**config.mk**
```make
export PLATFORM = sky130hd
export DESIGN_NAME = noc_packetizer
export DESIGN_NICKNAME = d
export VERILOG_FILES = /design/src/rtl/noc_packetizer.sv
export SDC_FILE = /design/constraint.sdc
export NUM_CORES = 1
export LEC_CHECK = 0
export CELL_PAD_IN_SITES_DETAIL_PLACEMENT = 1
export CELL_PAD_IN_SITES_GLOBAL_PLACEMENT = 1
export CORE_MARGIN = 1.5
export CORE_UTILIZATION = 32
export CTS_BUF_LIST = sky130_fd_sc_hd__clkbuf_2 sky130_fd_sc_hd__clkbuf_4 sky130_fd_sc_hd__clkbuf_8
export DETAILED_ROUTE_END_ITERATION = 12
export PLACE_DENSITY_LB_ADDON = 0.2
export SETUP_SLACK_MARGIN = 0.1
export SKIP_LAST_GASP = 1
export SYNTH_ARGS = -nofsm -noshare
export SYNTH_HDL_FRONTEND = slang
export SYNTH_SLANG_ARGS = --single-unit
```
**constraint.sdc**
```tcl
create_clock -name write_clk -period 1.6 [get_ports write_clk]
set_input_delay 0.24 -clock write_clk [delete_from_list [all_inputs] [get_ports write_clk]]
set_output_delay 0.24 -clock write_clk [all_outputs]
set_load 0.02 [all_outputs]
```
**src/rtl/noc_packetizer.sv**
```systemverilog
// noc_packetizer: turns a packet request (payload chunks, destination, VC)
// into one head flit followed by N data flits written to an elastic FIFO.
// The FIFO write side may stall via i_fifo_ready; no flit is lost or repeated.
module noc_packetizer #(
  parameter int WIDTH     = 16,
  parameter int NUM_FLITS = 4,
  parameter int DEST_W    = 4
) (
  input  logic                                  write_clk,
  input  logic                                  rst,
  input  logic                                  i_valid,
  output logic                                  o_ready,
  input  logic [NUM_FLITS*(WIDTH-4)-1:0]        i_data,
  input  logic [$clog2(NUM_FLITS+1)-1:0]        i_num_flits,
  input  logic [DEST_W-1:0]                     i_dest,
  input  logic                                  i_vc,
  output logic [WIDTH-1:0]                      o_fifo_data,
  output logic                                  o_fifo_write_en,
  input  logic                                  i_fifo_ready,
  output logic [15:0]                           o_pkt_count
);

  localparam int PW = WIDTH - 4;
  localparam int CW = $clog2(NUM_FLITS + 1);

  localparam logic IDLE = 1'b0;
  localparam logic SEND = 1'b1;

  localparam logic [CW-1:0] MAX_N = CW'(NUM_FLITS);
  localparam logic [CW-1:0] ONE_N = CW'(1);

  logic                     state_reg;
  logic [CW-1:0]            idx_reg;     // 0 = head flit, k = data flit k-1
  logic [CW-1:0]            num_reg;     // effective data flit count
  logic [NUM_FLITS*PW-1:0]  data_reg;
  logic [DEST_W-1:0]        dest_reg;
  logic                     vc_reg;
  logic [15:0]              pkt_count_reg;

  logic [CW-1:0]            eff_num;
  logic [PW-1:0]            chunk [NUM_FLITS];
  logic [PW-1:0]            chunk_cur;
  logic [WIDTH-1:0]         flit;
  logic                     write_en;

  // Split the latched payload into per-flit chunks
  generate
    for (genvar gi = 0; gi < NUM_FLITS; gi++) begin : g_chunk
      assign chunk[gi] = data_reg[gi*PW +: PW];
    end
  endgenerate

  // Clamp the requested flit count into 1..NUM_FLITS
  always_comb begin
    eff_num = i_num_flits;
    if (i_num_flits == '0) begin
      eff_num = ONE_N;
    end else if (i_num_flits > MAX_N) begin
      eff_num = MAX_N;
    end
  end

  // Select the payload chunk for the data flit currently being presented
  always_comb begin
    chunk_cur = '0;
    for (int k = 0; k < NUM_FLITS; k++) begin
      if (idx_reg == CW'(k + 1)) begin
        chunk_cur = chunk[k];
      end
    end
  end

  // Build the current flit; all zeros when idle or held in reset
  always_comb begin
    flit = '0;
    if (rst && (state_reg == SEND)) begin
      if (idx_reg == '0) begin
        flit = {1'b1, 1'b1, 1'b0, vc_reg, PW'(dest_reg)};
      end else begin
        flit = {1'b1, 1'b0, (idx_reg == num_reg), vc_reg, chunk_cur};
      end
    end
  end

  assign write_en        = rst & (state_reg == SEND) & i_fifo_ready;
  assign o_fifo_write_en = write_en;
  assign o_fifo_data     = flit;
  assign o_ready         = rst & (state_reg == IDLE);
  assign o_pkt_count     = pkt_count_reg;

  // Accept a request in IDLE, then walk head + data flits, advancing only on writes
  always_ff @(posedge write_clk) begin
    if (!rst) begin
      state_reg     <= IDLE;
      idx_reg       <= '0;
      num_reg       <= '0;
      data_reg      <= '0;
      dest_reg      <= '0;
      vc_reg        <= 1'b0;
      pkt_count_reg <= '0;
    end else if (state_reg == IDLE) begin
      if (i_valid) begin
        state_reg <= SEND;
        idx_reg   <= '0;
        num_reg   <= eff_num;
        data_reg  <= i_data;
        dest_reg  <= i_dest;
        vc_reg    <= i_vc;
      end
    end else if (i_fifo_ready) begin
      if (idx_reg == num_reg) begin
        state_reg     <= IDLE;
        idx_reg       <= '0;
        pkt_count_reg <= pkt_count_reg + 16'd1;
      end else begin
        idx_reg <= idx_reg + ONE_N;
      end
    end
  end

endmodule

```
==> results of run 1 <==
## layer usage
layer	routed length [um]	share of wire (%)	track usage, %
met1	6020	45	29.4
met2	6440	49	34.9
met3	500	3.8	3.77
met4	299	2.3	7.43
met5	0	0	0
## synth_stat cells (all sizes together) (2+ instances only)
| cell | n | area (um^2) |
|---|---|---|
| nand4 | 6 | 37.5 |
| nand2 | 156 | 588 |
| or3 | 3 | 18.8 |
| mux2i | 7 | 70.1 |
| a211oi | 10 | 75.1 |
| a221oi | 10 | 87.6 |
| inv | 8 | 30.0 |
| nor2 | 10 | 37.5 |
| ha | 6 | 75.1 |
| o31ai | 7 | 52.6 |
| nor4 | 4 | 25.0 |
| xnor2 | 3 | 41.3 |
| o21ai | 19 | 95.1 |
| a31oi | 2 | 12.5 |
| nand3 | 8 | 40.0 |
| nand2b | 5 | 31.3 |
| or4 | 7 | 52.6 |
| clkbuf | 24 | 90.1 |
| buf | 10 | 56.3 |
| nor2b | 3 | 18.8 |
| dfxtp | 76 | 1520 |
| a21oi | 68 | 340 |
## power by group
| group | switching [mW] | internal (mW) | leakage (nW) | total, mW |
|---|---|---|---|---|
| registers | 0.0668 | 1.98 | 0.626 | 2.05 |
| logic | 0.347 | 0.343 | 1.45 | 0.690 |
| clock network | 0.753 | 0.935 | 0.113 | 1.69 |
## worst max-delay path by stage
stage	startpoint	to	slack, ns	depth (start not counted)
after floorplan	idx_reg[1]	o_fifo_data[10]	-0.003	6
after global placement	idx_reg[1]	o_fifo_data[0]	-0.68	7
after detailed placement	idx_reg[1]	o_fifo_data[1]	-0.70	7
after CTS	idx_reg[1]	o_fifo_data[2]	-0.53	8
after global routing	idx_reg[1]	o_fifo_data[11]	-0.60	8
final	idx_reg[1]	o_fifo_data[4]	-0.55	8
## kinds of logic after synthesis
family          count (synthesis)
fa+ha+maj                       6
simple gates                  207
flops                          76
buf+inv                        42
compound gates                118
xor+xnor                        4
mux                             7
## stage by stage
| stage | hold WS, ns | setup WS (ns) |
|---|---|---|
| 2_1_floorplan | 0.376 | -0.00322 |
| 3_3_place_gp | 0.445 | -0.677 |
| 3_5_place_dp | 0.451 | -0.701 |
| 4_1_cts | 0.406 | -0.534 |
| 5_1_grt | 0.423 | -0.605 |
| 6_report | 0.431 | -0.549 |
## timing repair
| item | 4_1_cts | 5_1_grt |
|---|---|---|
| buffers inserted | 11 | 2 |
| pin swaps | 34 | 9 |
| cloned | 2 | 1 |
| setup endpoints to repair | 51 | 35 |
| resized for setup | 155 | 38 |
## area by class of cell
class / instances / area (um^2)
fillers: 1222 / 4700
multi-input cells: 344 / 2330
flip-flops and latches: 76 / 1540
repair buffers: 146 / 1420
well taps: 136 / 170
clock buffers: 10 / 138
clock inverters: 6 / 93.8
inverters: 8 / 32.5
## worst min-delay path: stages
cell	delay, ns
clkdlybuf4s50_1	0.39
nand2_1	0.06
a21oi_1	0.05
==> out/metrics.csv, run 1 <==
metric;value;unit
outcome;finished, violations left;
violated checks;setup timing;
cell family with most CP delay;buffers and inverters;
leakage power;2.19;nW
# setup viols final;31;
Worst EP arrival;1.91;ns
unrepaired setup endpoints after global routing;yes;
I/O Pins;94;
fin area;5720;um^2
WL final;13.3;mm
Chip Height;107;um
GR Overflow Total;0;
First DRT Iteration DRCs;130;
pin count of the biggest net entering global routing;43;
syn_nets;526;
Clk pin slew, worst setup/hold paths;0.09;ns
mapped cell area;3480;um^2
most frequent cells in the layout;nand2_1 (154), dfxtp_1 (67), a21oi_1 (61);
die area;11500;um^2
syn avg cell area;7.56;um^2
MaxCap Viol Count;0;
slowest stage delay, CP;0.37;ns
effective utilization at floorplan;33.4;%
# DRC;0;
gr usage total;21.8;%
Critical Path RT;1.36;ns
VDD IR max;437;uV
XOR/XNOR share of the synthesized area;1.44;%
DP Area;4930;um^2
Core Area;10400;um^2
vias in the first global route;3705;
post-synthesis mux area share;2.02;%
fraction of registers with async set or reset after synthesis;0;%
Post-Syn Instances;460;
relative slew slack;67.5;%
Hold Violations, Final;0;
total vias in the final route;3751;
Cell Rows;37;
area fraction in compound gates after synthesis;19.6;%
#FFs+latches synth;76;
EDFF count, synth;0;
cell chain of the critical path;buf_6, ha_4, ha_4, nor2_4, clkbuf_16, a221oi_2, a211oi_2, buf_4;
Seq/Total Area, Yosys;43.8;%
startpoint types;flip-flop;
Final ANT Viol Nets;0;
CTS Hold Bufs;0;
min Tclk post-route;2.15;ns
R2R cell count;7;
max FFs per register;48;
layout cells sized above 1;28.3;%
Post-Synth Adder-Cell Area;2.16;%
Non-Filler Instances;726;
worst path buffer plus inverter count;3;
Die X;107;um
first-pass GRT wire length;19.3;mm
HP Start;i_data[7];
Clock Tree Buf Depth;2;
routability cong.;0.809;
worst-margin pin slew;0.487;ns
Distinct cells, synth;35;
HPWL after detailed placement;8.13;mm
Layout Nets;651;
setup TNS;-9.15;ns
WL/cell;18.3;um
H-tree levels;3;
FF-to-FF End;o_pkt_count[5];
crit-path max FO;6;
depth of the worst hold-timing path;3;
most common cell after layout, fill and taps aside;nand2_1;
Tcrit/Tclk final;134;%
R2R Setup Slk;-0.26;ns
max-slew violations;0;
Worst Hold End;data_reg[7];
dpl cells;694;
vias per inst;5.17;
Hold Path Class;in2reg;
Power Density;774;nW/um^2
Synth Flop Type;dfxtp_1;
Slowest-stage cell, CP;dfxtp_4;
cts bufs inserted;9;
# port buffers;93;
most used cell, CP;ha_4;
Ys Warns;0;
Final Total Pwr;4.42;mW
critical path type;reg2out;
largest family of logic cells by synthesized area;simple AND/OR/NAND/NOR gates;
Clock Sink Count;76;
Final Core Density;54.9;%
P&R area growth vs syn;64.5;%
Post-Synth Simple-Gate Area;25.9;%
CTS tree;yes;
Setup Skew;0.00676;ns
number of antenna repair diodes;0;
slack of the critical path;-0.549;ns
initial antenna violation count;0;
Clk Latency, worst-skew pair;0.35;ns
drt pass-1 iters;4;
Crit. End Element;primary output;
clock root buffer;clkbuf_8;
FF-to-FF Start;idx_reg[2];
Fmax;465;MHz
Note: power is estimated with default switching activity, not from simulation.
==> run 2: changes to the inputs <==
--- a/config.mk
+++ b/config.mk
@@ -13,7 +13,6 @@
 export DETAILED_ROUTE_END_ITERATION = 12
 export PLACE_DENSITY_LB_ADDON = 0.2
 export SETUP_SLACK_MARGIN = 0.1
-export SKIP_LAST_GASP = 1
 export SYNTH_ARGS = -nofsm -noshare
 export SYNTH_HDL_FRONTEND = slang
 export SYNTH_SLANG_ARGS = --single-unit
==> run 2 against run 1 <==
Net effect:
- highest routed layer unchanged
- critical path depth stayed put
- global-route usage is 0.14 points higher
- clock skew is 0.0038 ns higher
- the run still ends with setup timing left
- total power is 0.48% higher
==> out/metrics.csv, run 2 (synthesis gave the netlist of run 1 again) <==
metric;value;unit
outcome;finished, violations left;
violated checks;setup timing;
Fmax;465;MHz
cts bufs inserted;9;
drt pass-1 iters;4;
Worst EP arrival;1.91;ns
CTS Hold Bufs;0;
Multi-input gate area;2330;um^2
Clk pwr share;38.4;%
WL/cell;18.0;um
Power Density;779;nW/um^2
startpoint types;flip-flop;
DP Worst Slack;-0.701;ns
Layout Nets;650;
fin area;5700;um^2
crit-path max FO;12;
Comb power frac;15.5;%
layout cells sized above 1;28.5;%
routability cong.;0.809;
First DRT Iteration DRCs;156;
max FFs per register;48;
worst-margin pin slew;0.489;ns
number of antenna repair diodes;0;
min Tclk post-route;2.15;ns
Core Area;10400;um^2
Int Power;3.26;mW
Die X;107;um
Tcrit/Tclk final;135;%
P&R area growth vs syn;64.1;%
P_sw;1.19;mW
Slowest-stage cell, CP;dfxtp_4;
CTS tree;yes;
Chip Height;107;um
first-pass GRT wire length;19.4;mm
DP Area;4930;um^2
most common cell after layout, fill and taps aside;nand2_1;
effective utilization at floorplan;33.4;%
Final Total Pwr;4.45;mW
critical path type;reg2out;
sw frac;26.7;%
slack of the critical path;-0.552;ns
GR Overflow Total;0;
FILL cells;1234;
clock root buffer;clkbuf_8;
Hold Violations, Final;0;
VDD IR max;425;uV
cell chain of the critical path;buf_6, ha_4, ha_4, nor2_4, buf_12, a221oi_2, a211oi_2, buf_4;
Critical Path RT;1.36;ns
Setup Skew;0.0105;ns
unrepaired setup endpoints after global routing;yes;
gr usage total;21.9;%
WL final;13.0;mm
# DRC;0;
part of the power in registers;46.0;%
# setup viols final;31;
HPWL after detailed placement;8.13;mm
Clock Sink Count;76;
initial antenna violation count;0;
max-slew violations;0;
Clock Tree Buf Depth;2;
# port buffers;93;
I/O Pins;94;
Crit. End Element;primary output;
setup TNS;-8.51;ns
relative slew slack;67.4;%
most used cell, CP;ha_4;
Clk Latency, worst-skew pair;0.36;ns
most frequent cells in the layout;nand2_1 (153), dfxtp_1 (67), a21oi_1 (61);
Cell Rows;37;
MaxCap Viol Count;0;
vias in the first global route;3726;
total vias in the final route;3729;
sequential cell area;1540;um^2
Final ANT Viol Nets;0;
die area;11500;um^2
pin count of the biggest net entering global routing;43;
Clk pin slew, worst setup/hold paths;0.09;ns
H-tree levels;3;
vias per inst;5.14;
Hold Path Class;in2reg;
slowest stage delay, CP;0.37;ns
leakage power;2.18;nW
run 2: cell count changes in the layout (fill, tap and decap cells not counted), sizes merged:
cell | before | now
clkbuf | 11 | 10
run 2: final cells by class:
cell class | instances | area share, %
flip-flops and latches | 76 | 27.0
well taps | 136 | 2.98
clock inverters | 6 | 1.65
clock buffers | 10 | 2.41
inverters | 8 | 0.570
multi-input cells | 344 | 40.9
repair buffers | 145 | 24.6
run 2: worst paths after layout:
kind | startpoint | end | slack, ns | cells after the start
worst max register to register | o_pkt_count[6] | o_pkt_count[11] | -0.23 | 5
worst max-delay path | idx_reg[1] | o_fifo_data[8] | -0.55 | 8
worst min-delay path | i_data[7] | data_reg[7] | 0.42 | 3
worst min register to register | data_reg[20] | data_reg[20] | 0.47 | 2
run 2: worst max-delay path: cells and delay by family (launching register included):
family / cells / cell delay [ns]
AO/OA/AOI/OAI: 2 / 0.30
adder cells (fa/ha/maj): 2 / 0.32
buffers and inverters: 3 / 0.47
flip-flops: 1 / 0.37
AND/OR/NAND/NOR: 1 / 0.10
run 2: timing repair:
action	in CTS	in global routing
gates resized for setup	159	39
setup buffers	11	2
pin swaps	35	6
setup endpoints to repair	51	35
cloned	2	0
run 2: routing by layer:
layer	global-route usage, %	share of wire, %	up-vias	wire length, um
met5	0	0	-	0
met4	7.43	2.0	0	255
met3	3.77	3.8	20	495
met2	35.4	49	90	6350
met1	29.4	46	1785	5940
li1	-	-	1834	-
run 2: power by group through the flow:
stage	registers [mW]	clock network, mW	logic (mW)
floorplan	2.06	0	0.282
global placement	2.08	0	0.580
detailed placement	2.08	0	0.595
CTS	2.04	1.75	0.661
global route	2.06	1.82	0.746
finish	2.05	1.71	0.691
run 2: per-stage QoR:
stage               instances  hold WS [ns]  utilization (%)
global placement          694         0.445             47.3
global route              725         0.414             54.8
CTS                       723         0.406             53.0
floorplan                 460         0.376                -
finish                    725         0.420             54.8
detailed placement        694         0.451             47.3
==> RTL edit: new RTL, flow settings as in run 1 <==
Put one more register stage on the output `o_pkt_count`, with the module's reset. The value now appears one clock later. The other outputs are not delayed to match.
--- a/src/rtl/noc_packetizer.sv
+++ b/src/rtl/noc_packetizer.sv
@@ -86,7 +86,13 @@
   assign o_fifo_write_en = write_en;
   assign o_fifo_data     = flit;
   assign o_ready         = rst & (state_reg == IDLE);
-  assign o_pkt_count     = pkt_count_reg;
+  always_ff @(posedge write_clk) begin
+    if (!rst) begin
+      o_pkt_count <= '0;
+    end else begin
+      o_pkt_count <= pkt_count_reg;
+    end
+  end
 
   // Accept a request in IDLE, then walk head + data flits, advancing only on writes
   always_ff @(posedge write_clk) begin
Formal check against the unedited RTL: not equivalent (Yosys sat finds a counterexample within 4 cycles, from zero or initial values and one cycle with rst low).
==> RTL edit against run 1 <==
The run ends with design-rule violations, negative setup slack left. Cell area rose by 6.2%. Sequential cell count is 16 higher. Final cell count grew 4.8%. Total power increased by 10%. Area after synthesis up 11%. First-iteration DRC count up 28%. Wire length is 2.5% lower. Worst setup slack better by 27 ps. Critical endpoint is now pkt_count_reg[5]. Highest routed layer unchanged.
==> RTL edit: results (changes against run 1) <==
Run status
  • Run status: finished, violations left (unchanged)
  • Violations in the final reports: design-rule violations, negative setup slack (was negative setup slack)

Drt
  • Number of DRC violations after detailed routing: 6 (was 0)
  • Number of search-and-repair iterations in the first detailed-routing pass: 9 (was 4)
  • First-iteration detailed-routing DRC count: 167 (was 130)

STA
  • Final worst-path setup slack: -522 ps (was -549 ps)
  • Setup Skew: 8.91 ps (was 6.76 ps)
  • Achievable frequency: 0.471 GHz (was 0.465 GHz)
  • Setup TNS: -13580 ps (was -9150 ps)
  • Least-Margin Pin Slew: 538 ps (was 487 ps)
  • Final Setup Violations: 32 (was 31)

Global route
  • Pin count of the biggest net entering global routing: 46 (was 43)
  • Via count of the first global-routing pass: 3922 (was 3705)

Power and ir drop
  • Internal Pwr Total: 3.59 mW (was 3.26 mW)
  • Worst ir drop on vdd: 461 uV (was 437 uV)

Placement
  • Placed cell count: 737 (was 694)
  • Post-placement worst setup slack: -750 ps (was -701 ps)
  • DP HPWL: 8800 um (was 8130 um)
  • Final weighted congestion in routability-driven placement: 0.796 (was 0.809)
  • Placement Cell Area: 0.00533 sq mm (was 0.00493 sq mm)

Clock network
  • Quantity of gates resized following cts: 188 (was 155)
  • Post-CTS setup buffer count: 4 (was 11)

Logic synthesis
  • Avg Synthesized Cell Area: 7.79 sq um (was 7.56 sq um)
  • Distinct cell type count after synthesis: 32 (was 35)
  • Commonest cells in the netlist: 149 x sky130_fd_sc_hd__nand2_1, 92 x sky130_fd_sc_hd__dfxtp_1, 67 x sky130_fd_sc_hd__a21oi_1 (was 155 x sky130_fd_sc_hd__nand2_1, 76 x sky130_fd_sc_hd__dfxtp_1, 68 x sky130_fd_sc_hd__a21oi_1)
  • Cells taking the most area after synthesis: sky130_fd_sc_hd__dfxtp_1 48%, sky130_fd_sc_hd__nand2_1 15%, sky130_fd_sc_hd__a21oi_1 8.7%, sky130_fd_sc_hd__a221oi_1 2.7%, sky130_fd_sc_hd__clkbuf_1 2.6% (was sky130_fd_sc_hd__dfxtp_1 44%, sky130_fd_sc_hd__nand2_1 17%, sky130_fd_sc_hd__a21oi_1 9.8%, sky130_fd_sc_hd__o21ai_0 2.7%, sky130_fd_sc_hd__clkbuf_1 2.6%)
  • Share of the yosys chip area belonging to registers: 0.479 (was 0.438)

Final layout
  • Post-route non-filler standard cell count: 761 (was 726)
  • Share of post-route cells with drive strength above 1: 0.298 (was 0.283)

Worst setup path
  • Number of cells traversed by the worst register-to-register path: 6 (was 7)
  • Critical Setup Path Class: reg2reg (was reg2out)
==> RTL edit: worst max-delay path: stages (launching register included) <==
cell                        delay, ps
sky130_fd_sc_hd__dfxtp_4          390
sky130_fd_sc_hd__buf_6            130
sky130_fd_sc_hd__xor2_2           150
sky130_fd_sc_hd__or4_4            600
sky130_fd_sc_hd__clkbuf_16        200
sky130_fd_sc_hd__or4_4            480
sky130_fd_sc_hd__a21oi_2          130
==> RTL edit: layout make-up <==
class                           instances  area [sq um]
Fill cell                            1345          5490
Tap cell                              143           179
Multi-Input combinational cell        356          2370
Inverter                                9          33.8
Timing Repair Buffer                  145          1410
Clock buffer                            9           124
Clock inverter                          7          98.8
Sequential cell                        92          1850
==> RTL edit: worst min path at each step <==
stage | start | slack (ps) | end | cells after the start
final | i_fifo_ready | 360 | idx_reg[1] | 4
after global routing | i_fifo_ready | 360 | idx_reg[1] | 4
after CTS | i_data[31] | 400 | data_reg[31] | 3
after detailed placement | data_reg[17] | 450 | data_reg[17] | 2
after global placement | vc_reg | 440 | vc_reg | 2
after floorplan | i_dest[1] | 380 | dest_reg[1] | 2
==> RTL edit: per-layer routing <==
metal  vias to the layer above  track usage  share of wire
met5                         -            0              0
met4                         0       0.0608          0.015
met3                        15       0.0259          0.033
met2                        74        0.346           0.49
met1                      1870        0.263           0.46
li1                       1899            -              -
==> RTL edit: power groups by stage <==
stage	logic [mW]	registers [mW]	clock network [mW]
finish	0.650	2.45	1.79
global route	0.705	2.46	1.91
CTS	0.629	2.44	1.81
detailed placement	0.578	2.49	0
global placement	0.563	2.49	0
floorplan	0.272	2.47	0
==> RTL edit: kinds of logic after synthesis <==
family,count (synthesis),synth area share
compound gates,107,0.159
buf+inv,45,0.0466
mux,10,0.0287
fa+ha+maj,6,0.0195
simple gates,229,0.257
flops,92,0.479
xor+xnor,4,0.00912
